--- src/rtl/btn_event_gen.sv ---
// Per-button event generator: turns debounced levels into 1-cycle press/release/short/long/repeat pulses.
// Auto-repeat in HOLD is built only when BTN_AUTO_REPEAT_EN is defined; otherwise repeat_pulse is tied low.
module btn_event_gen #(
  parameter int BTN_WIDTH     = 8,
  parameter bit ACTIVE_LOW    = 1'b1,
  parameter int CNT_W         = 24,
  parameter int LONG_CYCLES   = 12000000,
  parameter int REPEAT_CYCLES = 2400000
) (
  input  logic                 clk,
  input  logic                 rst,
  input  logic [BTN_WIDTH-1:0] btn_deb,
  output logic [BTN_WIDTH-1:0] btn_level,
  output logic [BTN_WIDTH-1:0] press_pulse,
  output logic [BTN_WIDTH-1:0] release_pulse,
  output logic [BTN_WIDTH-1:0] short_pulse,
  output logic [BTN_WIDTH-1:0] long_pulse,
  output logic [BTN_WIDTH-1:0] repeat_pulse
);

  typedef enum logic [1:0] {
    IDLE  = 2'd0,
    PRESS = 2'd1,
    HOLD  = 2'd2
  } state_t;

  localparam logic [CNT_W-1:0] LONG_TERM = CNT_W'(LONG_CYCLES - 1);

  if (LONG_CYCLES < 2) begin : g_bad_long
    $error("btn_event_gen: LONG_CYCLES must be at least 2");
  end
  if (REPEAT_CYCLES < 2) begin : g_bad_repeat
    $error("btn_event_gen: REPEAT_CYCLES must be at least 2");
  end

`ifdef BTN_AUTO_REPEAT_EN
  localparam logic [CNT_W-1:0] REPEAT_TERM = CNT_W'(REPEAT_CYCLES - 1);
`endif

  logic [BTN_WIDTH-1:0] pr;
  logic [BTN_WIDTH-1:0] rise;
  logic [BTN_WIDTH-1:0] fall;
  logic [BTN_WIDTH-1:0] prev_q;

  state_t           state_q [BTN_WIDTH];
  state_t           state_d [BTN_WIDTH];
  logic [CNT_W-1:0] cnt_q   [BTN_WIDTH];
  logic [CNT_W-1:0] cnt_d   [BTN_WIDTH];

  logic [BTN_WIDTH-1:0] press_q,   press_d;
  logic [BTN_WIDTH-1:0] release_q, release_d;
  logic [BTN_WIDTH-1:0] short_q,   short_d;
  logic [BTN_WIDTH-1:0] long_q,    long_d;
`ifdef BTN_AUTO_REPEAT_EN
  logic [BTN_WIDTH-1:0] repeat_q,  repeat_d;
`endif

  assign pr   = ACTIVE_LOW ? ~btn_deb : btn_deb;
  assign rise = pr & ~prev_q;
  assign fall = ~pr & prev_q;

  always_comb begin
    press_d   = '0;
    release_d = '0;
    short_d   = '0;
    long_d    = '0;
`ifdef BTN_AUTO_REPEAT_EN
    repeat_d  = '0;
`endif
    for (int i = 0; i < BTN_WIDTH; i++) begin
      state_d[i] = state_q[i];
      cnt_d[i]   = cnt_q[i];
      // A fall always wins over a counter terminal reached on the same cycle.
      case (state_q[i])
        IDLE: begin
          if (rise[i]) begin
            press_d[i] = 1'b1;
            cnt_d[i]   = '0;
            state_d[i] = PRESS;
          end
        end
        PRESS: begin
          if (fall[i]) begin
            release_d[i] = 1'b1;
            short_d[i]   = 1'b1;
            state_d[i]   = IDLE;
          end else if (cnt_q[i] == LONG_TERM) begin
            long_d[i]  = 1'b1;
            cnt_d[i]   = '0;
            state_d[i] = HOLD;
          end else begin
            cnt_d[i] = cnt_q[i] + CNT_W'(1);
          end
        end
        HOLD: begin
          if (fall[i]) begin
            release_d[i] = 1'b1;
            state_d[i]   = IDLE;
`ifdef BTN_AUTO_REPEAT_EN
          end else if (cnt_q[i] == REPEAT_TERM) begin
            repeat_d[i] = 1'b1;
            cnt_d[i]    = '0;
          end else begin
            cnt_d[i] = cnt_q[i] + CNT_W'(1);
          end
`else
          end else if (cnt_q[i] != '1) begin
            cnt_d[i] = cnt_q[i] + CNT_W'(1);
          end
`endif
        end
        default: begin
          state_d[i] = IDLE;
          cnt_d[i]   = '0;
        end
      endcase
    end
  end

  // prev_q tracks pr even in reset, so a button held through reset never looks like a new press.
  always_ff @(posedge clk) begin
    prev_q <= pr;
    if (rst) begin
      press_q   <= '0;
      release_q <= '0;
      short_q   <= '0;
      long_q    <= '0;
`ifdef BTN_AUTO_REPEAT_EN
      repeat_q  <= '0;
`endif
      for (int i = 0; i < BTN_WIDTH; i++) begin
        state_q[i] <= IDLE;
        cnt_q[i]   <= '0;
      end
    end else begin
      press_q   <= press_d;
      release_q <= release_d;
      short_q   <= short_d;
      long_q    <= long_d;
`ifdef BTN_AUTO_REPEAT_EN
      repeat_q  <= repeat_d;
`endif
      for (int i = 0; i < BTN_WIDTH; i++) begin
        state_q[i] <= state_d[i];
        cnt_q[i]   <= cnt_d[i];
      end
    end
  end

  assign btn_level     = prev_q;
  assign press_pulse   = press_q;
  assign release_pulse = release_q;
  assign short_pulse   = short_q;
  assign long_pulse    = long_q;
`ifdef BTN_AUTO_REPEAT_EN
  assign repeat_pulse  = repeat_q;
`else
  assign repeat_pulse  = '0;
`endif

endmodule
--- config.mk ---
export PLATFORM = sky130hd
export DESIGN_NAME = btn_event_gen
export DESIGN_NICKNAME = d
export VERILOG_FILES = /design/src/rtl/btn_event_gen.sv
export SDC_FILE = /design/constraint.sdc
export NUM_CORES = 1
export LEC_CHECK = 0
export CAP_MARGIN = 10
export CORE_UTILIZATION = 35
export DETAILED_ROUTE_END_ITERATION = 6
export PLACE_DENSITY_LB_ADDON = 0.15
export SYNTH_ARGS = -nofsm -noshare
export SYNTH_HDL_FRONTEND = slang
export SYNTH_SLANG_ARGS = --single-unit
--- constraint.sdc ---
create_clock -name clk -period 3.5 [get_ports clk]
set_input_delay 0.525 -clock clk [delete_from_list [all_inputs] [get_ports clk]]
set_output_delay 0.525 -clock clk [all_outputs]
set_load 0.1 [all_outputs]
==> flow_metrics.env, run 1 <==
export IMPL_run_status="complete, no violations"
export IMPL_globalplace_congestion=0.826
export IMPL_cts_hold_buffers=0
export IMPL_layout_area_seq_um2=4960
export IMPL_area_growth_pct=14.0
export IMPL_placed_cells_incl_taps=2308
export IMPL_period_share=0.790
export IMPL_setup_total_negative_slack_ns=0
export IMPL_initial_utilization=0.356
export IMPL_netlist_cell_type_count=83
export IMPL_die_height_um=204
export IMPL_number_of_standard_cells_after_synthesis=1812
export IMPL_dp_worst_setup_slack_ns=0.574
export IMPL_timing_setup_critical_path_class="flip-flop to flip-flop"
export IMPL_synth_main_ff_cell="sky130_fd_sc_hd__dfxtp_1"
export IMPL_detailed_route_via_count=14078
export IMPL_drv_cap=0
export IMPL_gr_usage_all_layers=0.186
export IMPL_synth_async_sr_flop_share=0
export IMPL_io_pins=58
export IMPL_root_buffer="sky130_fd_sc_hd__clkbuf_16"
export IMPL_report_final_hold_viol_count=0
export IMPL_post_route_min_period_ns=2.77
export IMPL_p_leak_nw=4.88
export IMPL_finalClockSkew_ns=0.0237
export IMPL_grt_antenna_before_repair=0
export IMPL_grt_pass1_wl_um=65900
export IMPL_cts_root_to_sink_buffers=3
export IMPL_maxClockFrequency_mhz=362
export IMPL_postCtsResizedCells=0
export IMPL_netSwitchingPower_mw=3.18
export IMPL_ys_warnings_count=0
export IMPL_crit_required_ns=3.90
export IMPL_reg2reg_to="cnt_q[0][92]"
export IMPL_finalNetCount=1860
export IMPL_setup_violations_final=0
export IMPL_number_of_antenna_cells_inserted=0
export IMPL_timing_hold_worst_class="primary input to flip-flop"
export IMPL_io_buffer_count=49
export IMPL_firstDrtPassIters=5
export IMPL_slew_viol_final=0
export IMPL_p_comb_frac=0.292
export IMPL_routed_via_density=5.96
export IMPL_cp_end_kind="flip-flop"
export IMPL_area_taken_by_multi_input_logic_gates_um2=8500
export IMPL_postPlaceCellArea_um2=15100
export IMPL_synth_edff_count=0
export IMPL_initialDrtViolationCount=915
export IMPL_layout_drive_gt1_share=0.0669
export IMPL_final_area_um2=16200
export IMPL_cp_startpoint="cnt_q[0][76]"
export IMPL_numClockSinks=248
export IMPL_r2r_worst_path_cells=5
export IMPL_synth_area_leaders="sky130_fd_sc_hd__dfxtp_1, sky130_fd_sc_hd__nand3_1, sky130_fd_sc_hd__nand2_1, sky130_fd_sc_hd__a31oi_1, sky130_fd_sc_hd__nand4_1"
export IMPL_globalRoute_totalOverflow=0
export IMPL_whs_ns=0.341
export IMPL_detailedPlacementHpwl_um=25600
export IMPL_final_cells=2363
export IMPL_sw_frac_of_total=0.357
export IMPL_drc=0
export IMPL_postRouteAntennaNets=0
export IMPL_grt_pass1_vias=13075
export IMPL_unrepaired_setup_endpoints_after_global_routing="no"
export IMPL_synth_sequential_area_ratio=0.349
export IMPL_wirelength_um=39000
export IMPL_core_region_area_um2=39900
export IMPL_cts_clk_slew_worst_paths_ns=0.06
export IMPL_worstSkewPairLatency_ns=0.58
export IMPL_arrival_time_of_the_worst_setup_path_ns=3.17
export IMPL_post_cts_setup_buffers=0
export IMPL_power_share_clock=0.369
export IMPL_worstPathMaxFanout=17
export IMPL_floorplan_die_area_um2=41400
export IMPL_netlist_top_cell_by_area="sky130_fd_sc_hd__dfxtp_1"
export IMPL_timing_max_slew_rel_slack=0.307
export IMPL_number_of_fill_cells=4036
export IMPL_cp_start_kind="flip-flop"
export IMPL_cts_tree="yes"
export IMPL_die_x_um=204
export IMPL_worst_slew_pin_slew_ns=1.04
export IMPL_power_ir_vdd_worst_mv=0.420
export IMPL_maximum_number_of_pins_on_one_net_before_global_route_repair=146
export IMPL_synthDominantCellAreaShare=0.349
export IMPL_worst_r2r_setup_slack_ns=0.73
export IMPL_synth_register_bits=248
export IMPL_power_report_internal_total_mw=5.71
export IMPL_h_tree_depth=1
export IMPL_syn_avg_cell_area_um2=7.85
export IMPL_placementRows=73
export IMPL_seq_power_share=0.339
export IMPL_postLayoutSetupSlackWorst_ns=0.734
export IMPL_syn_area_um2=14200
export IMPL_pwr_density_cell_nw_per_um2=548
export IMPL_crit_end="cnt_q[0][92]"
export IMPL_cts_made_buffers=31
export IMPL_reg2reg_from="cnt_q[0][76]"
export IMPL_wl_per_cell_um=16.5
logic make-up (layout without fill, tap and decap cells):
group           count (synthesis)  after routing  synth area share
buf+inv                       190            209            0.0582
mux                             7              7           0.00493
simple gates                  891            891             0.341
flops                         248            248             0.349
fa+ha+maj                      32             32            0.0282
compound gates                443            443             0.219
other cells                     1              8          0.000264
worst max-delay path: stages, from the launching register on:
cell and delay (ns):
sky130_fd_sc_hd__dfxtp_1 0.41, sky130_fd_sc_hd__nand4_1 0.36, sky130_fd_sc_hd__nor3_2 0.64, sky130_fd_sc_hd__nand4_1 0.30
sky130_fd_sc_hd__nand3_1 0.67, sky130_fd_sc_hd__o21ai_0 0.21
synthesized netlist by cell type, types with 12 or more instances:
library cell and instances:
sky130_fd_sc_hd__clkbuf_1 74, sky130_fd_sc_hd__and4_1 23, sky130_fd_sc_hd__nand4_1 81, sky130_fd_sc_hd__a21o_1 12
sky130_fd_sc_hd__a21oi_1 91, sky130_fd_sc_hd__or4_1 36, sky130_fd_sc_hd__dfxtp_1 248, sky130_fd_sc_hd__nand3_1 183
sky130_fd_sc_hd__inv_1 74, sky130_fd_sc_hd__nor3_1 43, sky130_fd_sc_hd__nand4b_1 25, sky130_fd_sc_hd__o41ai_1 12
sky130_fd_sc_hd__nor2b_1 21, sky130_fd_sc_hd__nor4_1 41, sky130_fd_sc_hd__ha_1 32, sky130_fd_sc_hd__a32oi_1 16
sky130_fd_sc_hd__o32ai_1 15, sky130_fd_sc_hd__nor2_1 97, sky130_fd_sc_hd__or3_1 17, sky130_fd_sc_hd__o21ai_0 39
sky130_fd_sc_hd__and3_1 41, sky130_fd_sc_hd__a31oi_1 87, sky130_fd_sc_hd__o31ai_1 21, sky130_fd_sc_hd__nand2_1 206
sky130_fd_sc_hd__nand3b_1 17, sky130_fd_sc_hd__o211ai_1 12, sky130_fd_sc_hd__buf_2 19, sky130_fd_sc_hd__a22oi_1 39
worst min-delay path by stage:
stage	start	endpoint	slack, ns	depth (start not counted)
6_report	rst	cnt_q[0][11]	0.34	2
5_1_grt	rst	cnt_q[0][17]	0.33	2
4_1_cts	rst	cnt_q[0][16]	0.30	2
2_1_floorplan	cnt_q[1][71]	cnt_q[1][71]	0.45	2
3_5_place_dp	cnt_q[1][71]	cnt_q[1][71]	0.49	2
3_3_place_gp	cnt_q[1][1]	cnt_q[1][1]	0.47	2
state kept, by name (all words and copies together), names as in the netlist:
| register | cells |
|---|---|
| cnt_q | 192 |
| state_q | 16 |
| btn_level | 8 |
| long_pulse | 8 |
| press_pulse | 8 |
| release_pulse | 8 |
| short_pulse | 8 |
through the flow:
stage               utilization  power (mW)
floorplan                     -        4.90
global placement          0.379        5.57
detailed placement        0.379        5.59
CTS                       0.405        8.93
global route              0.406        9.35
finish                    0.406        8.89
cell type report:
cell class,count,area share
clock buffers,46,0.0550
clock inverters,7,0.00834
inverters,74,0.0171
multi-input cells,1381,0.525
flip-flops and latches,248,0.306
well taps,525,0.0405
repair buffers,82,0.0481
power groups by stage:
stage	clock network, mW	registers [mW]	logic (mW)
finish	3.28	3.01	2.60
global route	3.49	3.03	2.84
CTS	3.39	3.01	2.53
detailed placement	0	3.07	2.52
global placement	0	3.07	2.49
floorplan	0	3.24	1.66
placed cells by master, fill, tap and decap left out, drive strengths merged, types with 10 or more instances in the layout:
| master | synthesis | final |
|---|---|---|
| nor2b | 21 | 21 |
| a21o | 12 | 12 |
| a41oi | 11 | 11 |
| o31ai | 21 | 21 |
| nand4b | 25 | 25 |
| a211oi | 10 | 10 |
| ha | 32 | 32 |
| a21oi | 91 | 91 |
| or3 | 17 | 17 |
| a32oi | 16 | 16 |
| o21ai | 39 | 39 |
| buf | 37 | 34 |
| nand3 | 184 | 184 |
| a31oi | 87 | 87 |
| o41ai | 13 | 13 |
| and4 | 23 | 23 |
| nor3 | 45 | 45 |
| o211ai | 12 | 12 |
| and3 | 41 | 41 |
| o32ai | 15 | 15 |
| inv | 74 | 74 |
| nand3b | 17 | 17 |
| dfxtp | 248 | 248 |
| nand2 | 206 | 206 |
| a22oi | 39 | 39 |
| clkdlybuf4s50 | 0 | 48 |
| or4 | 36 | 36 |
| nor3b | 10 | 10 |
| nor4 | 47 | 47 |
| clkbuf | 79 | 46 |
| nor2 | 97 | 97 |
| and2 | 12 | 12 |
| nand4 | 81 | 81 |
metal layers:
metal  track usage  vias up  part of all wire
li1              -     6976                 -
met5             0        -                 0
met2         0.304      266              0.45
met4        0.0448        0             0.018
met1         0.257     6789              0.49
met3        0.0230       47             0.039
No activity file was read; power rests on OpenSTA's default activity.
==> run 2, diff against run 1 <==
- clock period: 3.5 -> 2.88 ns (I/O delays scaled with it)
==> run 2 against run 1 <==
Compared with the run above:
- combinational power grew 21%
- largest power group unchanged
- flip-flop and latch count stayed put
- routed wire length down 0.58%
==> flow_metrics.env, run 2 (same netlist as run 1, synthesis figures left out) <==
export IMPL_run_status="complete, no violations"
export IMPL_detailed_route_via_count=14008
export IMPL_post_route_min_period_ns=2.61
export IMPL_netSwitchingPower_mw=3.88
export IMPL_postLayoutSetupSlackWorst_ns=0.270
export IMPL_timing_setup_critical_path_class="flip-flop to flip-flop"
export IMPL_placementRows=73
export IMPL_number_of_fill_cells=4029
export IMPL_setup_total_negative_slack_ns=0
export IMPL_hold_path_cell_count=2
export IMPL_p_total_mw=10.8
export IMPL_worst_slew_pin_slew_ns=0.977
export IMPL_pwr_density_cell_nw_per_um2=664
export IMPL_critical_path_cell_chain="ha_1, nand4b_1, nor4_1, buf_4, a211oi_2, nand3_1, buf_4, o41ai_1"
export IMPL_maximum_number_of_pins_on_one_net_before_global_route_repair=88
export IMPL_die_x_um=204
export IMPL_mostFrequentLayoutCell="sky130_fd_sc_hd__dfxtp_1"
export IMPL_numClockSinks=248
export IMPL_timing_max_slew_rel_slack=0.349
export IMPL_report_final_hold_viol_count=0
export IMPL_cp_end_kind="flip-flop"
export IMPL_seq_power_share=0.338
export IMPL_area_taken_by_multi_input_logic_gates_um2=8510
export IMPL_globalRoute_totalOverflow=0
export IMPL_slew_viol_final=0
export IMPL_cts_tree="yes"
export IMPL_globalplace_congestion=0.839
export IMPL_largest_reg_flops=192
export IMPL_timing_critical_path_slowest_cell_delay_ns=0.64
export IMPL_crit_required_ns=3.35
export IMPL_worstSkewPairLatency_ns=0.57
export IMPL_io_pins=58
export IMPL_initial_utilization=0.356
export IMPL_dp_worst_setup_slack_ns=-0.0593
export IMPL_routed_via_density=5.87
export IMPL_grt_pass1_wl_um=65600
export IMPL_unrepaired_setup_endpoints_after_global_routing="no"
export IMPL_r2r_worst_path_cells=8
export IMPL_cts_root_to_sink_buffers=3
export IMPL_wirelength_um=38800
export IMPL_power_ir_vdd_worst_mv=0.437
export IMPL_power_report_internal_total_mw=6.95
export IMPL_p_leak_nw=5.09
export IMPL_cts_clk_slew_worst_paths_ns=0.06
export IMPL_grt_antenna_before_repair=0
export IMPL_largest_register="cnt_q"
export IMPL_worstPathMaxFanout=12
export IMPL_postCtsResizedCells=1
export IMPL_detailedPlacementHpwl_um=26000
export IMPL_grt_pass1_vias=13050
export IMPL_finalNetCount=1883
export IMPL_worst_path_dominant_cell_family="compound AO/OA/AOI/OAI gates"
export IMPL_final_area_um2=16300
export IMPL_post_cts_setup_buffers=0
export IMPL_cp_common_cell="sky130_fd_sc_hd__buf_4"
export IMPL_largest_registers_in_the_final_layout="cnt_q x192, state_q x16"
export IMPL_layout_area_seq_um2=4960
export IMPL_cts_hold_buffers=0
export IMPL_firstDrtPassIters=5
export IMPL_io_buffer_count=49
export IMPL_number_of_antenna_cells_inserted=0
export IMPL_drc=0
export IMPL_cts_made_buffers=30
export IMPL_setup_violations_final=0
export IMPL_power_share_clock=0.371
export IMPL_maxClockFrequency_mhz=383
export IMPL_final_cells=2388
export IMPL_layout_drive_gt1_share=0.105
export IMPL_slowest_cp_cell="sky130_fd_sc_hd__a211oi_2"
export IMPL_period_share=0.906
export IMPL_placed_cells_incl_taps=2334
export IMPL_postRouteAntennaNets=0
export IMPL_floorplan_die_area_um2=41400
export IMPL_cp_buffers_inverters=2
export IMPL_drv_cap=0
export IMPL_core_region_area_um2=39900
export IMPL_top_library_cells_by_usage_in_the_layout_fill_and_taps_aside="sky130_fd_sc_hd__dfxtp_1, sky130_fd_sc_hd__nand2_1, sky130_fd_sc_hd__nand3_1, sky130_fd_sc_hd__nor2_1, sky130_fd_sc_hd__buf_4"
export IMPL_p_comb_frac=0.291
export IMPL_cp_start_kind="flip-flop"
export IMPL_gr_usage_all_layers=0.185
export IMPL_wl_per_cell_um=16.2
export IMPL_die_height_um=204
export IMPL_h_tree_depth=1
export IMPL_postPlaceCellArea_um2=15200
export IMPL_timing_hold_worst_class="primary input to flip-flop"
export IMPL_sw_frac_of_total=0.358
export IMPL_area_growth_pct=14.6
export IMPL_initialDrtViolationCount=874
export IMPL_finalClockSkew_ns=0.00914
export IMPL_path_depth=8
export IMPL_arrival_time_of_the_worst_setup_path_ns=3.08
export IMPL_root_buffer="sky130_fd_sc_hd__clkbuf_16"
==> run 2: worst paths after layout <==
kind / endpoint / start / slack, ns
setup / recovery: cnt_q[0][89] / cnt_q[0][72] / 0.27
hold / removal: cnt_q[1][50] / rst / 0.21
setup reg to reg: cnt_q[0][89] / cnt_q[0][72] / 0.27
hold reg to reg: cnt_q[1][1] / cnt_q[1][1] / 0.48
==> run 2: cell type report <==
type                            instances  share of cell area
Clock buffer                           43              0.0565
Sequential cell                       248               0.305
Timing Repair Buffer                  106              0.0510
Clock inverter                         11             0.00837
Tap cell                              525              0.0403
Multi-Input combinational cell       1381               0.522
Inverter                               74              0.0170
==> run 2: power by group through the flow <==
stage | Combinational (mW) | Sequential, mW | Clock (mW)
floorplan | 2.01 | 3.94 | 0
CTS | 3.14 | 3.66 | 4.15
finish | 3.15 | 3.66 | 4.02
global route | 3.45 | 3.68 | 4.29
detailed placement | 3.12 | 3.74 | 0
global placement | 3.11 | 3.73 | 0
==> run 2: through the flow <==
step | utilization | hold WS, ns
3_3_place_gp | 0.382 | 0.474
6_report | 0.408 | 0.210
3_5_place_dp | 0.382 | 0.478
2_1_floorplan | - | 0.450
4_1_cts | 0.408 | 0.179
5_1_grt | 0.408 | 0.198
==> run 2: per-layer routing <==
metal,up-vias,share of wire,routed length (um),global-route usage
li1,7034,-,-,-
met5,-,0,0,0
met4,0,0.019,725,0.0459
met1,6651,0.49,19000,0.257
met2,278,0.45,17500,0.299
met3,45,0.041,1600,0.0260
